`config.mk`:
```
export PLATFORM = sky130hd
export DESIGN_NAME = bitwise_logic_unit
export DESIGN_NICKNAME = d
export VERILOG_FILES = /design/src/rtl/bitwise_logic_unit.sv
export SDC_FILE = /design/constraint.sdc
export NUM_CORES = 1
export LEC_CHECK = 0
export ABC_AREA = 1
export BUFFER_PORTS_ARGS = -buffer_cell sky130_fd_sc_hd__buf_2
export CORE_MARGIN = 8
export CORE_UTILIZATION = 54
export CTS_CLUSTER_SIZE = 40
export DETAILED_ROUTE_END_ITERATION = 8
export GPL_ROUTABILITY_DRIVEN = 0
export PLACE_DENSITY = 0.77
export SYNTH_ARGS = -nofsm -noshare
export SYNTH_HDL_FRONTEND = slang
export SYNTH_SLANG_ARGS = --single-unit
```
`constraint.sdc`:
```
create_clock -name clk -period 2.1 [get_ports clk]
set_input_delay 0.105 -clock clk [delete_from_list [all_inputs] [get_ports clk]]
set_output_delay 0.105 -clock clk [all_outputs]
set_load 0.01 [all_outputs]
```
`src/rtl/bitwise_logic_unit.sv`:
```
// ============================================================================
// bitwise_logic_unit
// ----------------------------------------------------------------------------
// Pipelined bit-wise logic unit. It applies one of eight bit-wise operations
// to two N-bit operands and registers the result together with its reduction
// flags. Operands arrive over a valid/ready handshake and results leave over
// a second valid/ready handshake. Both handshakes run at up to one beat per
// clock, and the unit honours back-pressure from the consumer.
//
// Build option (macro BITWISE_LOGIC_SKID_EN):
//   undefined : single output register. in_ready depends combinationally on
//               out_ready, so at most one beat is in flight.
//   defined   : output register plus one skid register. in_ready comes from
//               a flop (~skid_valid) and has no combinational path from
//               out_ready, so at most two beats are in flight.
//   Ordering, latency and reset values are the same in both builds.
//
// Parameters:
//   N          operand/result width in bits (N >= 1)
//
// Ports:
//   clk        sole clock; all state updates on the rising edge
//   rst        synchronous active-high reset
//   in_valid   operand beat present
//   in_ready   unit accepts a beat this cycle (0 while rst=1)
//   op[2:0]    operation select, sampled with the beat
//   a[N-1:0]   operand A
//   b[N-1:0]   operand B (ignored for NOT and PASS)
//   out_valid  result beat present
//   out_ready  consumer accepts the result this cycle
//   c[N-1:0]   result
//   red_and    &c
//   red_or     |c (0 means the result is zero)
//   red_xor    ^c (odd parity)
// ============================================================================
module bitwise_logic_unit #(
    parameter int N = 8
) (
    input  logic         clk,
    input  logic         rst,
    input  logic         in_valid,
    output logic         in_ready,
    input  logic [2:0]   op,
    input  logic [N-1:0] a,
    input  logic [N-1:0] b,
    output logic         out_valid,
    input  logic         out_ready,
    output logic [N-1:0] c,
    output logic         red_and,
    output logic         red_or,
    output logic         red_xor
);

    // ------------------------------------------------------------------------
    // Types
    // ------------------------------------------------------------------------
    typedef enum logic [2:0] {
        OP_NOT  = 3'b000,
        OP_AND  = 3'b001,
        OP_OR   = 3'b010,
        OP_XOR  = 3'b011,
        OP_NAND = 3'b100,
        OP_NOR  = 3'b101,
        OP_XNOR = 3'b110,
        OP_PASS = 3'b111
    } op_e;

    // A stored beat: the result plus the flags that describe it. Keeping them
    // together means the flags can never disagree with the presented c.
    typedef struct packed {
        logic [N-1:0] data;
        logic         f_and;
        logic         f_or;
        logic         f_xor;
    } beat_t;

    // ------------------------------------------------------------------------
    // Combinational datapath: operation and reduction flags
    // ------------------------------------------------------------------------
    op_e          op_sel;
    logic [N-1:0] result;
    beat_t        new_beat;

    assign op_sel = op_e'(op);

    // NOTE: every signal written in an always_comb gets a default first, so
    //       no path through the block can leave it unassigned (no latch).
    always_comb begin
        result = '0;
        case (op_sel)
            OP_NOT:  result = ~a;
            OP_AND:  result = a & b;
            OP_OR:   result = a | b;
            OP_XOR:  result = a ^ b;
            OP_NAND: result = ~(a & b);
            OP_NOR:  result = ~(a | b);
            OP_XNOR: result = ~(a ^ b);
            OP_PASS: result = a;
            default: result = '0;
        endcase
    end

    always_comb begin
        new_beat       = '0;
        new_beat.data  = result;
        new_beat.f_and = &result;
        new_beat.f_or  = |result;
        new_beat.f_xor = ^result;
    end

    // ------------------------------------------------------------------------
    // Handshake events
    // ------------------------------------------------------------------------
    beat_t out_q;
    logic  out_valid_q;
    logic  accept;   // operand beat transfers at this edge
    logic  retire;   // result beat leaves at this edge

    assign accept = in_valid & in_ready;
    assign retire = out_valid_q & out_ready;

`ifdef BITWISE_LOGIC_SKID_EN
    // ------------------------------------------------------------------------
    // Two-entry build: output register plus skid register
    // ------------------------------------------------------------------------
    beat_t skid_q;
    logic  skid_valid_q;

    // in_ready is a pure flop output (gated only by reset), so the upstream
    // source never sees a combinational path from out_ready.
    assign in_ready = ~rst & ~skid_valid_q;

    // NOTE: sequential state uses non-blocking assignments so every register
    //       samples the values from before the edge, whatever the order of
    //       statements in the block.
    // NOTE: the data registers are reset too, because c and the flags must
    //       read zero after reset, not only out_valid.
    always_ff @(posedge clk) begin
        if (rst) begin
            out_q        <= '0;
            out_valid_q  <= 1'b0;
            skid_q       <= '0;
            skid_valid_q <= 1'b0;
        end else begin
            if (!out_valid_q || retire) begin
                // The output slot is free at this edge. An older beat held in
                // the skid register moves up first so order is kept. While the
                // skid is full in_ready is 0, so no new beat competes for it.
                if (skid_valid_q) begin
                    out_q        <= skid_q;
                    skid_valid_q <= 1'b0;
                end else if (accept) begin
                    out_q       <= new_beat;
                    out_valid_q <= 1'b1;
                end else begin
                    out_valid_q <= 1'b0;
                end
            end else if (accept) begin
                // The output is stalled, so the new beat parks in the skid
                // register and in_ready drops on the following cycle.
                skid_q       <= new_beat;
                skid_valid_q <= 1'b1;
            end
        end
    end
`else
    // ------------------------------------------------------------------------
    // Single-register build
    // ------------------------------------------------------------------------
    // Ready whenever the output register is empty or being drained this cycle.
    // This path is combinational from out_ready.
    assign in_ready = ~rst & (~out_valid_q | out_ready);

    always_ff @(posedge clk) begin
        if (rst) begin
            out_q       <= '0;
            out_valid_q <= 1'b0;
        end else if (accept) begin
            // An accept in the same cycle as a retire reloads the register
            // directly, so out_valid stays high with no bubble.
            out_q       <= new_beat;
            out_valid_q <= 1'b1;
        end else if (retire) begin
            out_valid_q <= 1'b0;
        end
    end
`endif

    // ------------------------------------------------------------------------
    // Outputs: driven straight from the output register
    // ------------------------------------------------------------------------
    assign out_valid = out_valid_q;
    assign c         = out_q.data;
    assign red_and   = out_q.f_and;
    assign red_or    = out_q.f_or;
    assign red_xor   = out_q.f_xor;

endmodule

```
Word-level counts from Yosys, hierarchy flattened
Index checks and enable logic that the tools add are counted.
{"block": "classes", "reduce_logical": 5, "n_mux": 3, "bitwise_logic": 13, "eq_ne": 7}
{"op": "$pmux W8 S8", "n": 1}
{"op": "$not A8 Y8", "n": 4}
{"op": "$eq A3 B3 Y1 const B", "n": 4}
{"op": "$and A8 B8 Y8", "n": 1}
{"op": "$or A8 B8 Y8", "n": 1}
{"op": "$reduce_and A8 Y1", "n": 1}
{"op": "$reduce_or A8 Y1", "n": 1}
{"op": "$reduce_xor A8 Y1", "n": 1}
{"op": "$xor A8 B8 Y8", "n": 1}
{"op": "$eq A3 B2 Y1 const B", "n": 2}
{"op": "$and A1 B1 Y1", "n": 3}
{"op": "$eq A3 B1 Y1 const B", "n": 1}
{"op": "$logic_not A3 Y1", "n": 1}
{"op": "$mux W1", "n": 2}
{"op": "$not A1 Y1", "n": 2}
{"op": "$reduce_bool A2 Y1", "n": 1}
{"op": "$or A1 B1 Y1", "n": 1}
{"block": "totals", "ff_bits": 12, "in_bits": 23}

Longest topological paths before layout
{"block": "logic_depth", "ltp_word": 5, "mapped_depth": 13, "depth_no_buf": 13}

Worst setup path after synthesis
OpenSTA, ideal clock, no wires.
{"block": "synth_path", "kind": "input-to-reg", "from": "input op[0]", "to": "register out_q (netlist bit red_xor)", "t_arrival_ns": 1.489, "slack_ns": 0.480, "required_time_ns": 1.969, "path_stages": 11, "setup_time_ns": 0.131, "path_cell_list": "buf_4 > inv_1 > nand3_2 > o21ai_0 > nor2_1 > nand2_1 > nand2_1 > ha_1 > xnor2_1 > xnor2_1 > mux2i_1"}
{"block": "synth_between", "elab_chain_cells": 3}
{"element": "start: declaration", "line_no": "43", "text": "input logic [2:0] op,"}
{"element": "$eq A3 B3 Y1, or another cell as far along", "line_no": "90", "text": "case (op_sel)"}
{"element": "$pmux W8 S8 *", "line_no": "90"}
{"element": "$reduce_xor A8 Y1 *", "line_no": "108", "text": "new_beat.f_xor = ^result;"}
{"element": "end signal: assignment", "line_no": "181", "text": "out_q <= new_beat;"}
{"element": "end: declaration", "line_no": "114", "text": "beat_t out_q;"}
Mark *: on every way between the ends. The rest lies on a longest branch, timed or not.
A chain may end at the register's enable or synchronous reset.

Worst setup path after layout
{"block": "layout_path", "from": "input op[2]", "to": "register out_q (netlist bit red_xor)"}
Same word-level chain as after synthesis.

==> summary.txt <==
Finish
  • Diode count: 0
  • P&R area growth vs syn: 13.76%
  • Fin nets: 314
  • Fill count: 265
  • Layout Utilization: 62.55%
  • Design area: 1665 µm²
  • Ratio of cells with drive above 1 in the final layout: 18.80%

Timing
  • Endpoints failing hold: 0
  • Hold WS: 0.06347 ns
  • Setup TNS: 0 ns
  • Max Slew Vio Count: 0
  • Worst slew pin tran: 0.4645 ns
  • Period minus WS final: 1.768 ns
  • Fmax: 0.5655 GHz
  • Fin crit share: 84.20%
  • PnR worst setup slack: 0.3317 ns
  • Max Clock Skew: 0.004810 ns
  • # setup viols final: 0
  • RSZ-0062 raised after global routing: false
  • Relative slew slack: 68.93%

Floorplan
  • Core box area: 2663 µm²
  • Initial Utilization: 54.98%
  • Die ar.: 4633 µm²
  • Die Height: 68.07 µm
  • Ports: 36
  • Chip width: 68.07 µm
  • Rows: 19

Worst setup path
  • RR Startpoint: out_valid
  • Crit path buf inv count: 1
  • Worst-path cell chain: buf_2 > nand3_1 > o21ai_0 > nor2_1 > nand2_1 > nand2_1 > ha_1 > xnor2_1 > xnor2_1 > mux2i_1
  • Crit path kind: input port to flop
  • Required @ worst endpoint: 2.24 ns
  • Worst flop-to-flop path endpoint: c[5]
  • Setup slack, reg-to-reg: 0.68 ns
  • CP max stage cell: o21ai_0
  • Worst path arrival time: 1.91 ns
  • CP max stage delay: 0.31 ns
  • Cell family with most CP delay: simple AND/OR/NAND/NOR gates
  • R2R depth: 6
  • Startpoint types: input port
  • Worst Setup End Kind: flop
  • Worst-path fanout max: 14

Synth
  • Syn Area/Cell: 6.283 µm²
  • Leading area contributor after synthesis: ha_1
  • Most frequent cell after synthesis: inv_1
  • Mapped cell area: 1464 µm²
  • Syn_nets: 279
  • Distinct cell type count after synthesis: 25
  • Synthesized instance count: 233
  • Register bit total from synthesis: 12
  • EDFF count, synth: 0
  • Ys async rst share: 0%
  • Share of the synthesized area in the top cell type: 19.66%
  • Ys flop type: dfxtp_1
  • Sequential area share after synthesis: 16.41%
  • Commonest cells in the netlist: inv_1, nand2_1, nand3_1
  • Area contributors post-synth: ha_1, dfxtp_1, inv_1
  • Yosys warnings: 0

Power and ir drop
  • Peak VDD IR: 694.5 µV
  • LEAKAGE: 0.0009658 µW
  • Power per Cell Area: 449.1 nW/µm²

Global route
  • First-pass GRT wire length: 5920 µm
  • Initial antenna violation count: 0
  • Vias in the first global route: 1487
  • GR Overflow Total: 0
  • Total track usage: 15.66%
  • Largest net degree at the start of global routing: 15

Outcome
  • Status: complete, no violations

CTS
  • Root buf cell: clkbuf_4
  • Worst skew pair latency: 0.27 ns
  • TritonCTS clock tree: built
  • CTS Hold Buffers Added: 0
  • # Post-CTS Setup Buffers: 0
  • PostCTS Resize Cnt: 0
  • Cts bufs inserted: 3
  • H-tree depth: 1
  • Clk buf depth: 2
  • Worst-path clk slew: 0.07 ns
  • Clock Sink Count: 12

Routing
  • Router iterations before antenna repair: 4
  • Vias per inst: 5.185
  • Total number of vias: 1540
  • Starting DRT DRC Count: 114
  • Post-DRT Antenna Nets: 0
  • Wirelength per Cell: 11.79 µm
  • Drc violations: 0
  • DRT Wirelength: 3503 µm

Job
  • Max cap viols: 0

Min path
  • Hold Path Cell Cnt: 2
  • Hold Path Class: input port to flop
  • Hold EP: out_valid
  • Hold wc startpoint: rst

Placement
  • Post-DP HPWL: 2873 µm
  • Setup WS pre-CTS: 0.1303 ns
  • Placed Area: 1643 µm²
  • PortBufs: 35
[cell usage in the layout (no fill, tap or decap)]
cell / Yosys / final
nand3_1: 30 / 30
nand4_1: 10 / 10
buf_2: 1 / 35
and3_1: 2 / 2
nor3_4: 1 / 1
nand3_2: 1 / 1
nor2_4: 2 / 2
o21ai_0: 10 / 10
nor2_2: 1 / 1
clkbuf_4: 0 / 3
ha_1: 23 / 23
nand2_2: 3 / 3
nand2_1: 41 / 41
dfxtp_1: 12 / 12
xnor2_1: 3 / 3
buf_4: 3 / 1
nor2_1: 28 / 28
a21oi_1: 1 / 1
inv_2: 3 / 3
mux2i_1: 1 / 1
inv_1: 42 / 42
o22ai_1: 8 / 8
nor3_1: 1 / 1
o21ai_1: 4 / 4
[routing by layer]
metal / up-vias / track usage [%] / part of all wire [%]
met5: - / 0 / 0
met4: 0 / 2.046 / 0
met3: 0 / 3.273 / 4.8
met2: 32 / 28.49 / 50
met1: 690 / 18.81 / 46
li1: 818 / - / -
[kinds of logic after synthesis]
group | after synthesis | synth area share [%]
xor+xnor | 3 | 1.795
compound gates | 23 | 8.547
buf+inv | 51 | 14.44
mux | 1 | 0.6838
fa+ha+maj | 23 | 19.66
simple gates | 120 | 38.46
flops | 12 | 16.41
[how the worst max path moves through the flow]
stage | from | to | slack (ns) | depth (start not counted)
6_report | op[2] | red_xor | 0.33 | 10
5_1_grt | op[2] | red_xor | 0.24 | 11
4_1_cts | op[2] | red_xor | 0.42 | 10
3_5_place_dp | op[2] | red_xor | 0.13 | 10
3_3_place_gp | op[2] | red_xor | 0.14 | 10
2_1_floorplan | op[0] | red_xor | 0.48 | 11
[flip-flops by register name, summed over array words and instances, names as in the netlist]
register / count
red_or: 1
out_valid: 1
red_and: 1
red_xor: 1
c: 8
[area by class of cell]
cell class | count | area, µm² | area share, %
sequential | 12 | 240.2 | 14.43
timing repair buffer | 36 | 182.7 | 10.97
clock buffer | 3 | 22.52 | 1.352
inverter | 45 | 168.9 | 10.14
tap | 31 | 38.79 | 2.329
multi-input combinational | 170 | 1012 | 60.78
[per-stage QoR]
step,std cells,power [µW]
finish,297,747.8
CTS,297,756.0
global route,297,818.7
detailed placement,294,617.6
floorplan,233,516.9
global placement,294,612.9
[report_power, final]
part | switching, µW | total [µW] | internal (µW)
registers | 12.2 | 267 | 255
clock network | 69.6 | 136 | 66.3
logic | 201 | 345 | 144
[worst register-to-register path: stages (launching register included)]
cell,delay [ns]
dfxtp_1,0.31
inv_1,0.05
nor2_1,0.07
nor3_4,0.37
inv_1,0.29
nor2_1,0.16
a21oi_1,0.05
Power figures use the tool's default switching activity.
